File: src/rtl/polling.sv
// polling: Polling stage of the PIPE link-training controller.
// Runs Polling.Active (TS1) then Polling.Config (TS2), counting transmitted
// and received ordered sets against thresholds and a per-substate timeout,
// and reports success (o_done) or failure (o_fail, back to Detect).
// Optional feature macro: POLLING_COMPLIANCE_EN adds the COMPLIANCE state.
//
// Handshake semantics: i_ts_valid, i_os_err and i_tx_os_done are one-cycle
// strobes with no backpressure; each high cycle is exactly one event.
// o_tx_os_req is a level request: while high the transmitter sends
// o_tx_os_type back to back and strobes i_tx_os_done once per finished set.
module polling #(
  parameter int TX_MIN_ACTIVE = 1024,
  parameter int RX_MIN        = 8,
  parameter int TX_MIN_CONFIG = 16,
  parameter int T_ACTIVE      = 6000000,
  parameter int T_CONFIG      = 12000000
) (
  input  logic       i_core_clk,
  input  logic       i_rstn,
  input  logic       i_start_polling,
  input  logic       i_ts_valid,
  input  logic       i_ts_type,
  input  logic       i_ts_compliance,
  input  logic       i_os_err,
  input  logic       i_tx_os_done,
  input  logic       RxElecIdle,
  output logic       o_tx_os_req,
  output logic [1:0] o_tx_os_type,
  output logic [2:0] PowerDown,
  output logic       o_ready,
  output logic       o_done,
  output logic       o_fail,
  output logic [2:0] o_dbg_state
);

  localparam int TX_MAX = (TX_MIN_ACTIVE > TX_MIN_CONFIG) ? TX_MIN_ACTIVE : TX_MIN_CONFIG;
  localparam int TXW    = $clog2(TX_MAX + 1);
  localparam int RXW    = $clog2(RX_MIN + 1);
  localparam int TMW    = $clog2(T_CONFIG + 1);

  localparam logic [TXW-1:0] TX_ACT_TH  = TXW'(TX_MIN_ACTIVE);
  localparam logic [TXW-1:0] TX_CFG_TH  = TXW'(TX_MIN_CONFIG);
  localparam logic [RXW-1:0] RX_TH      = RXW'(RX_MIN);
  localparam logic [TMW-1:0] T_ACT_LAST = TMW'(T_ACTIVE - 1);
  localparam logic [TMW-1:0] T_CFG_LAST = TMW'(T_CONFIG - 1);

  localparam logic [2:0] PD_P0 = 3'b000;
  localparam logic [2:0] PD_P1 = 3'b010;

  localparam logic [1:0] OS_TS1  = 2'b00;
  localparam logic [1:0] OS_TS2  = 2'b01;

`ifdef POLLING_COMPLIANCE_EN
  localparam logic [1:0] OS_COMP = 2'b10;
  typedef enum logic [2:0] {
    ST_IDLE       = 3'd0,
    ST_ACTIVE     = 3'd1,
    ST_CONFIG     = 3'd2,
    ST_EXIT_OK    = 3'd3,
    ST_EXIT_FAIL  = 3'd4,
    ST_COMPLIANCE = 3'd5
  } state_t;
`else
  typedef enum logic [2:0] {
    ST_IDLE       = 3'd0,
    ST_ACTIVE     = 3'd1,
    ST_CONFIG     = 3'd2,
    ST_EXIT_OK    = 3'd3,
    ST_EXIT_FAIL  = 3'd4
  } state_t;
`endif

  state_t         state_q, state_d;
  logic [TXW-1:0] tx_cnt, tx_d;
  logic [RXW-1:0] rx_cnt, rx_d;
  logic           seen_ts2, seen_d;
  logic [TMW-1:0] timer_q;
  logic           active_ok, config_ok;

`ifdef POLLING_COMPLIANCE_EN
  logic [RXW-1:0] comp_cnt, comp_d;
  logic           comp_hit;
`else
  logic           unused_compliance;
  assign unused_compliance = i_ts_compliance ^ RxElecIdle;
`endif

  assign o_dbg_state = state_q;

  // Counter update values for this cycle; exits are judged on these.
  always_comb begin
    tx_d   = tx_cnt;
    rx_d   = rx_cnt;
    seen_d = seen_ts2;
`ifdef POLLING_COMPLIANCE_EN
    comp_d = comp_cnt;
`endif
    case (state_q)
      ST_ACTIVE: begin
        if (i_tx_os_done && (tx_cnt < TX_ACT_TH)) tx_d = tx_cnt + TXW'(1);
        if (i_os_err) rx_d = '0;
        else if (i_ts_valid && (rx_cnt < RX_TH)) rx_d = rx_cnt + RXW'(1);
`ifdef POLLING_COMPLIANCE_EN
        if (i_os_err || (i_ts_valid && (i_ts_type || !i_ts_compliance))) comp_d = '0;
        else if (i_ts_valid && (comp_cnt < RX_TH)) comp_d = comp_cnt + RXW'(1);
`endif
      end
      ST_CONFIG: begin
        if (i_tx_os_done && seen_ts2 && (tx_cnt < TX_CFG_TH)) tx_d = tx_cnt + TXW'(1);
        if (i_os_err || (i_ts_valid && !i_ts_type)) rx_d = '0;
        else if (i_ts_valid && (rx_cnt < RX_TH)) rx_d = rx_cnt + RXW'(1);
        if (i_ts_valid && i_ts_type) seen_d = 1'b1;
      end
      default: ;
    endcase
  end

  assign active_ok = (tx_d >= TX_ACT_TH) && (rx_d >= RX_TH);
  assign config_ok = (tx_d >= TX_CFG_TH) && (rx_d >= RX_TH);
`ifdef POLLING_COMPLIANCE_EN
  assign comp_hit  = (comp_d >= RX_TH);
`endif

  // Next state and Moore output decode of the current state.
  always_comb begin
    state_d      = state_q;
    o_tx_os_req  = 1'b0;
    o_tx_os_type = OS_TS1;
    PowerDown    = PD_P0;
    o_ready      = 1'b0;
    o_done       = 1'b0;
    o_fail       = 1'b0;
    case (state_q)
      ST_IDLE: begin
        o_ready   = 1'b1;
        PowerDown = PD_P1;
        if (i_start_polling) state_d = ST_ACTIVE;
      end
      ST_ACTIVE: begin
        o_tx_os_req  = 1'b1;
        o_tx_os_type = OS_TS1;
        if (active_ok) state_d = ST_CONFIG;
`ifdef POLLING_COMPLIANCE_EN
        else if (comp_hit) state_d = ST_COMPLIANCE;
`endif
        else if (timer_q == T_ACT_LAST) state_d = ST_EXIT_FAIL;
      end
      ST_CONFIG: begin
        o_tx_os_req  = 1'b1;
        o_tx_os_type = OS_TS2;
        if (config_ok) state_d = ST_EXIT_OK;
        else if (timer_q == T_CFG_LAST) state_d = ST_EXIT_FAIL;
      end
`ifdef POLLING_COMPLIANCE_EN
      ST_COMPLIANCE: begin
        o_tx_os_req  = 1'b1;
        o_tx_os_type = OS_COMP;
        if (RxElecIdle) state_d = ST_EXIT_FAIL;
      end
`endif
      ST_EXIT_OK: begin
        o_done  = 1'b1;
        state_d = ST_IDLE;
      end
      ST_EXIT_FAIL: begin
        o_fail  = 1'b1;
        state_d = ST_IDLE;
      end
      default: state_d = ST_IDLE;
    endcase
  end

  // State register.
  always_ff @(posedge i_core_clk or negedge i_rstn) begin
    if (!i_rstn) state_q <= ST_IDLE;
    else         state_q <= state_d;
  end

  // Counters and timer: cleared on every state entry, otherwise updated.
  always_ff @(posedge i_core_clk or negedge i_rstn) begin
    if (!i_rstn) begin
      tx_cnt   <= '0;
      rx_cnt   <= '0;
      seen_ts2 <= 1'b0;
      timer_q  <= '0;
`ifdef POLLING_COMPLIANCE_EN
      comp_cnt <= '0;
`endif
    end else if (state_d != state_q) begin
      tx_cnt   <= '0;
      rx_cnt   <= '0;
      seen_ts2 <= 1'b0;
      timer_q  <= '0;
`ifdef POLLING_COMPLIANCE_EN
      comp_cnt <= '0;
`endif
    end else begin
      tx_cnt   <= tx_d;
      rx_cnt   <= rx_d;
      seen_ts2 <= seen_d;
`ifdef POLLING_COMPLIANCE_EN
      comp_cnt <= comp_d;
`endif
      if ((state_q == ST_ACTIVE) || (state_q == ST_CONFIG)) timer_q <= timer_q + TMW'(1);
    end
  end

endmodule
File: config.mk
export PLATFORM = sky130hd
export DESIGN_NAME = polling
export DESIGN_NICKNAME = d
export VERILOG_FILES = /design/src/rtl/polling.sv
export SDC_FILE = /design/constraint.sdc
export NUM_CORES = 1
export LEC_CHECK = 0
export ABC_AREA = 1
export ABC_CLOCK_PERIOD_IN_PS = 2300
export BUFFER_PORTS_ARGS = -buffer_cell sky130_fd_sc_hd__buf_2
export CAP_MARGIN = 30
export CORE_MARGIN = 3
export CORE_UTILIZATION = 55
export DETAILED_ROUTE_END_ITERATION = 8
export GPL_TIMING_DRIVEN = 0
export PLACE_DENSITY = 0.83
export SYNTH_ARGS = -nofsm -noshare
export SYNTH_HDL_FRONTEND = slang
export SYNTH_SLANG_ARGS = --single-unit
File: constraint.sdc
create_clock -name i_core_clk -period 2.3 [get_ports i_core_clk]
set_clock_uncertainty 0.1 [all_clocks]
set_input_delay 0.23 -clock i_core_clk [delete_from_list [all_inputs] [get_ports i_core_clk]]
set_output_delay 0.23 -clock i_core_clk [all_outputs]
set_load 0.01 [all_outputs]
==> summary by stage <==
Synth
The total of flip-flops plus latches after synthesis is 43. The library cell with the largest summed area after synthesis is sky130_fd_sc_hd__dfrtp_1. The distinct cell type count after synthesis is 34. The dominant register cell in the synthesized netlist is sky130_fd_sc_hd__dfrtp_1.

The portion of synthesized cell area occupied by the leading cell type is approximately 38%. The mapped netlist covers between 0.002 and 0.003 sq mm. In the post-synthesis netlist, the biggest area contributors are sky130_fd_sc_hd__dfrtp_1 38%, sky130_fd_sc_hd__nand2_1 13%, sky130_fd_sc_hd__nor2_1 8.1%, sky130_fd_sc_hd__inv_1 7.4%, sky130_fd_sc_hd__xor2_1 5.2%. The count of warnings emitted by yosys is 0. The cell count after synthesis is 400.

By count the netlist is led by 98 x sky130_fd_sc_hd__nand2_1, 61 x sky130_fd_sc_hd__nor2_1, 56 x sky130_fd_sc_hd__inv_1. Of the synthesized area, sequential elements account for ~38%. Counting flops with an async set or reset pin after synthesis yields a share of 100%. In this run, synthesis inferred 0 flip-flops with an integrated enable. The mean area per synthesized cell is 7.11 sq um. The cell with the most instances after synthesis is sky130_fd_sc_hd__nand2_1.

Global routing
In the global route stage, overall resource usage came out at 24.7%. For this run, global-route usage on met2 was measured as 41.6%. The first-pass GRT wire length is roughly 12,000 um. The global routing met3 resource utilization is around 4.5%. The initial antenna violation count is 0. The number of global-route vias before repair came to between 2k and 3k.

The met1 global-route usage is between 30 and 40%. In this run the most used layer during global routing was met2. The overall overflow remaining after global route is 0. The maximum number of pins on one net before global-route repair is 44.

Worst setup path
Counting cells, the worst reg-to-reg path comes to 16. For flop-to-flop paths, the worst setup slack is -0.43 ns. The required time of the critical path is between 2 and 2.5 ns. The setup path with the least slack is of type reg -> reg. The element type at the critical path start is a flip-flop. The category of the worst setup path capture point is a flip-flop. Traced cell by cell, the critical path runs through nor3_4 -> nand3_2 -> nand2_2 -> buf_6 -> nand3_2 -> nand2_2 -> nand2_2 -> nor2_2 -> nand3_1 -> nand2_2 -> nand3_2 -> nand2_2 -> nand3_2 -> nand3_4 -> buf_8 -> nor2_2.

In this run the critical register-to-register path is launched from o_dbg_state[2]$_DFF_PN0_. The endpoint of the worst register-to-register path is timer_q[14]$_DFFE_PN0P_. The biggest fanout along the worst timing path is 10.

The dominant cell type by count on the critical path is sky130_fd_sc_hd__nand2_2. For this run, the slowest stage of the critical path takes between 0.4 and 0.5 ns. The slowest stage of the critical path belongs to the cell sky130_fd_sc_hd__dfrtp_2. Data arrives at the worst endpoint at 2.83 ns.

Floorplan
The initial core utilization is roughly 59%. The die boundary height is a little under 80 um. The die area is 0.00607 sq mm. The number of core rows is 25. The x dimension of the die is about 78 um. During I/O placement, the number of pins put on the boundary was 21. The core footprint is 0.00485 sq mm.

Power
Across the VDD grid, the largest voltage drop is ~0.45 mV. For this design the static power due to leakage is around 1.7 nW. The analysis attributes to net switching a power of 1.08 mW. The portion of total power attributed to combinational logic is between 40% and 50%. The internal portion of the total power is between 1.5 and 2 mW. In this run the power density over the cells is around 750 mW/mm^2. The clock share of power is between 20% and 30%. The share of total power consumed by net switching is approximately 39%. The sequential power share is 34.6%. The post-layout total power is 2.74 mW.

Cells and area
The count of cells in the finished layout, fillers not included, comes to about 530. The final antenna diode count is 0. Cells with a size suffix above 1 make up 34.0% of the layout. The final-stage net count is 470.

Compared with the post-synthesis result, the final layout area differs by 28.8%.

Timing
The final critical-path share of the clock period is 119%. Setup repair after global routing could not meet its margin everywhere. Setup violations remaining at the end of the flow were counted as 43. The upper clock frequency limit is 366 MHz. The number of hold violations in the final report was 0. The shortest period the worst path allows is between 2 and 3 ns.

The number of max-slew violations in the final report is 0. The slack of the critical path is -0.434 ns. On the final layout, the worst hold slack is roughly 0.14 ns.

Clock tree
CTS placed an instance of sky130_fd_sc_hd__clkbuf_8 at the clock tree root. TritonCTS built the clock tree. CTS built an H-tree with a depth of 2.

The tree built by TritonCTS fans out to 43 sinks. The clock transition at the registers of the reported paths is about 0.10 ns. In this run, CTS created clock tree buffers numbering 5. In this run the deepest clock path goes through 2 buffers.

The clock latency reported for the late side of the worst-skew pair is approximately 0.31 ns.

Place
Counting tap cells, the placed design contains a total of 484 instances. At the end of routability-driven placement, the weighted congestion stood at roughly 0.92. In this run the tool buffered the top-level ports with 15 buffer cells. Detailed placement finished with a half-perimeter wire length of 4480 um.

Routing
The average routed wire per standard cell is approximately 15 um. The violation count after the first detailed-route iteration is 228. Wires add up to about 8000 um.

The antenna violation net count after detailed routing is 0. The number of vias per cell after detailed routing is about 5.5. The number of remaining DRC errors is 0. The first detailed-routing pass took 7 iterations. The via total after detailed routing is ~2.9k.

Status
The flow ran to the end, but the final reports show violations. The checks that failed: setup timing.

Job
Across the run, the number of max-cap violations was 0.

Worst hold path
The worst hold path was traced through 5 stages. The critical hold path startpoint is i_start_polling. The worst hold path belongs to the class in -> reg. The end point of the most critical hold path is o_dbg_state[0]$_DFF_PN0_.
-- area by class of cell --
| cell class | count | area (sq um) |
|---|---|---|
| repair buffers | 49 | 367 |
| plain buffers | 13 | 113 |
| multi-input cells | 287 | 1670 |
| clock buffers | 5 | 68.8 |
| well taps | 67 | 83.8 |
| flip-flops and latches | 43 | 1080 |
| inverters | 59 | 231 |
| clock inverters | 3 | 43.8 |
| fillers | 328 | 1190 |
-- worst max path at each step --
| stage | depth (start not counted) | to | start | slack, ns |
|---|---|---|---|---|
| 3_3_place_gp | 12 | timer_q[19]$_DFFE_PN0P_ | o_dbg_state[0]$_DFF_PN0_ | -0.61 |
| 2_1_floorplan | 18 | timer_q[19]$_DFFE_PN0P_ | o_dbg_state[1]$_DFF_PN0_ | -0.09 |
| 3_5_place_dp | 12 | timer_q[19]$_DFFE_PN0P_ | o_dbg_state[0]$_DFF_PN0_ | -0.61 |
| 4_1_cts | 17 | timer_q[11]$_DFFE_PN0P_ | o_dbg_state[1]$_DFF_PN0_ | -0.22 |
| 6_report | 16 | timer_q[14]$_DFFE_PN0P_ | o_dbg_state[2]$_DFF_PN0_ | -0.43 |
| 5_1_grt | 18 | timer_q[14]$_DFFE_PN0P_ | tx_cnt[7]$_DFF_PN0_ | -0.54 |
-- sequential cells by signal, indices dropped and copies added (netlist names) --
signal and count:
seen_ts2 1, o_dbg_state 3, timer_q 24, rx_cnt 4, tx_cnt 11
-- cell usage in the layout, fill, tap and decap left out, types with 13 or more instances in the layout --
cell type                 netlist  final
sky130_fd_sc_hd__nor2_1        61     25
sky130_fd_sc_hd__buf_4          5     34
sky130_fd_sc_hd__nor2_2        11     41
sky130_fd_sc_hd__dfrtp_1       43     39
sky130_fd_sc_hd__nand3_1       28     20
sky130_fd_sc_hd__xor2_1        17     17
sky130_fd_sc_hd__nand2_2        0     13
sky130_fd_sc_hd__inv_1         56     52
sky130_fd_sc_hd__nand2_1       98     85
sky130_fd_sc_hd__buf_2          0     15
-- power groups by stage --
stage / Combinational (mW) / Sequential [mW] / Clock, mW
after floorplan: 0.633 / 0.936 / 0
after global placement: 0.804 / 0.949 / 0
after detailed placement: 0.818 / 0.958 / 0
after CTS: 0.914 / 0.940 / 0.621
after global routing: 1.28 / 0.958 / 0.650
final: 1.18 / 0.948 / 0.611
-- critical path, delay by kind of cell, from the launching register on --
kind	cells	cell delay, ns
flops	1	0.48
buf+inv	2	0.32
simple gates	14	1.68
-- repair_timing --
| action | in CTS | in global routing |
|---|---|---|
| endpoints found under the hold margin | 0 | 17 |
| hold buffers | 0 | 1 |
| setup buffers | 18 | 12 |
| pin swaps | 5 | 21 |
| gates cloned | 1 | 1 |
| setup endpoints to repair | 44 | 43 |
| gates resized for setup | 15 | 64 |
-- routing by layer --
layer	up-vias	wire [um]
met5	-	0
met4	0	394
met3	43	541
met2	144	3980
met1	1344	3170
li1	1363	-
-- stage by stage --
| step | setup TNS [ns] | utilization, % | setup slack (ns) | area, sq um |
|---|---|---|---|---|
| 5_1_grt | -21.06 | 75.5 | -0.536 | 3660 |
| 6_report | -16.59 | 75.5 | -0.434 | 3660 |
| 2_1_floorplan | -3.11 | - | -0.0896 | 2870 |
| 3_5_place_dp | -21.67 | 62.6 | -0.606 | 3030 |
| 4_1_cts | -7.51 | 68.6 | -0.216 | 3320 |
| 3_3_place_gp | -20.10 | 62.6 | -0.607 | 3030 |
-- logic make-up (layout without fill, tap and decap cells) --
kind of cell / count (synthesis) / count (layout) / synth area share, %
buffers and inverters: 72 / 129 / 11.3
AO/OA/AOI/OAI: 19 / 19 / 4.36
flip-flops: 43 / 43 / 37.8
multiplexers: 1 / 1 / 0.352
other: 1 / 3 / 0.132
XOR/XNOR: 22 / 22 / 6.78
AND/OR/NAND/NOR: 239 / 239 / 37.9
adder cells (fa/ha/maj): 3 / 3 / 1.32
Power figures use the tool's default switching activity.
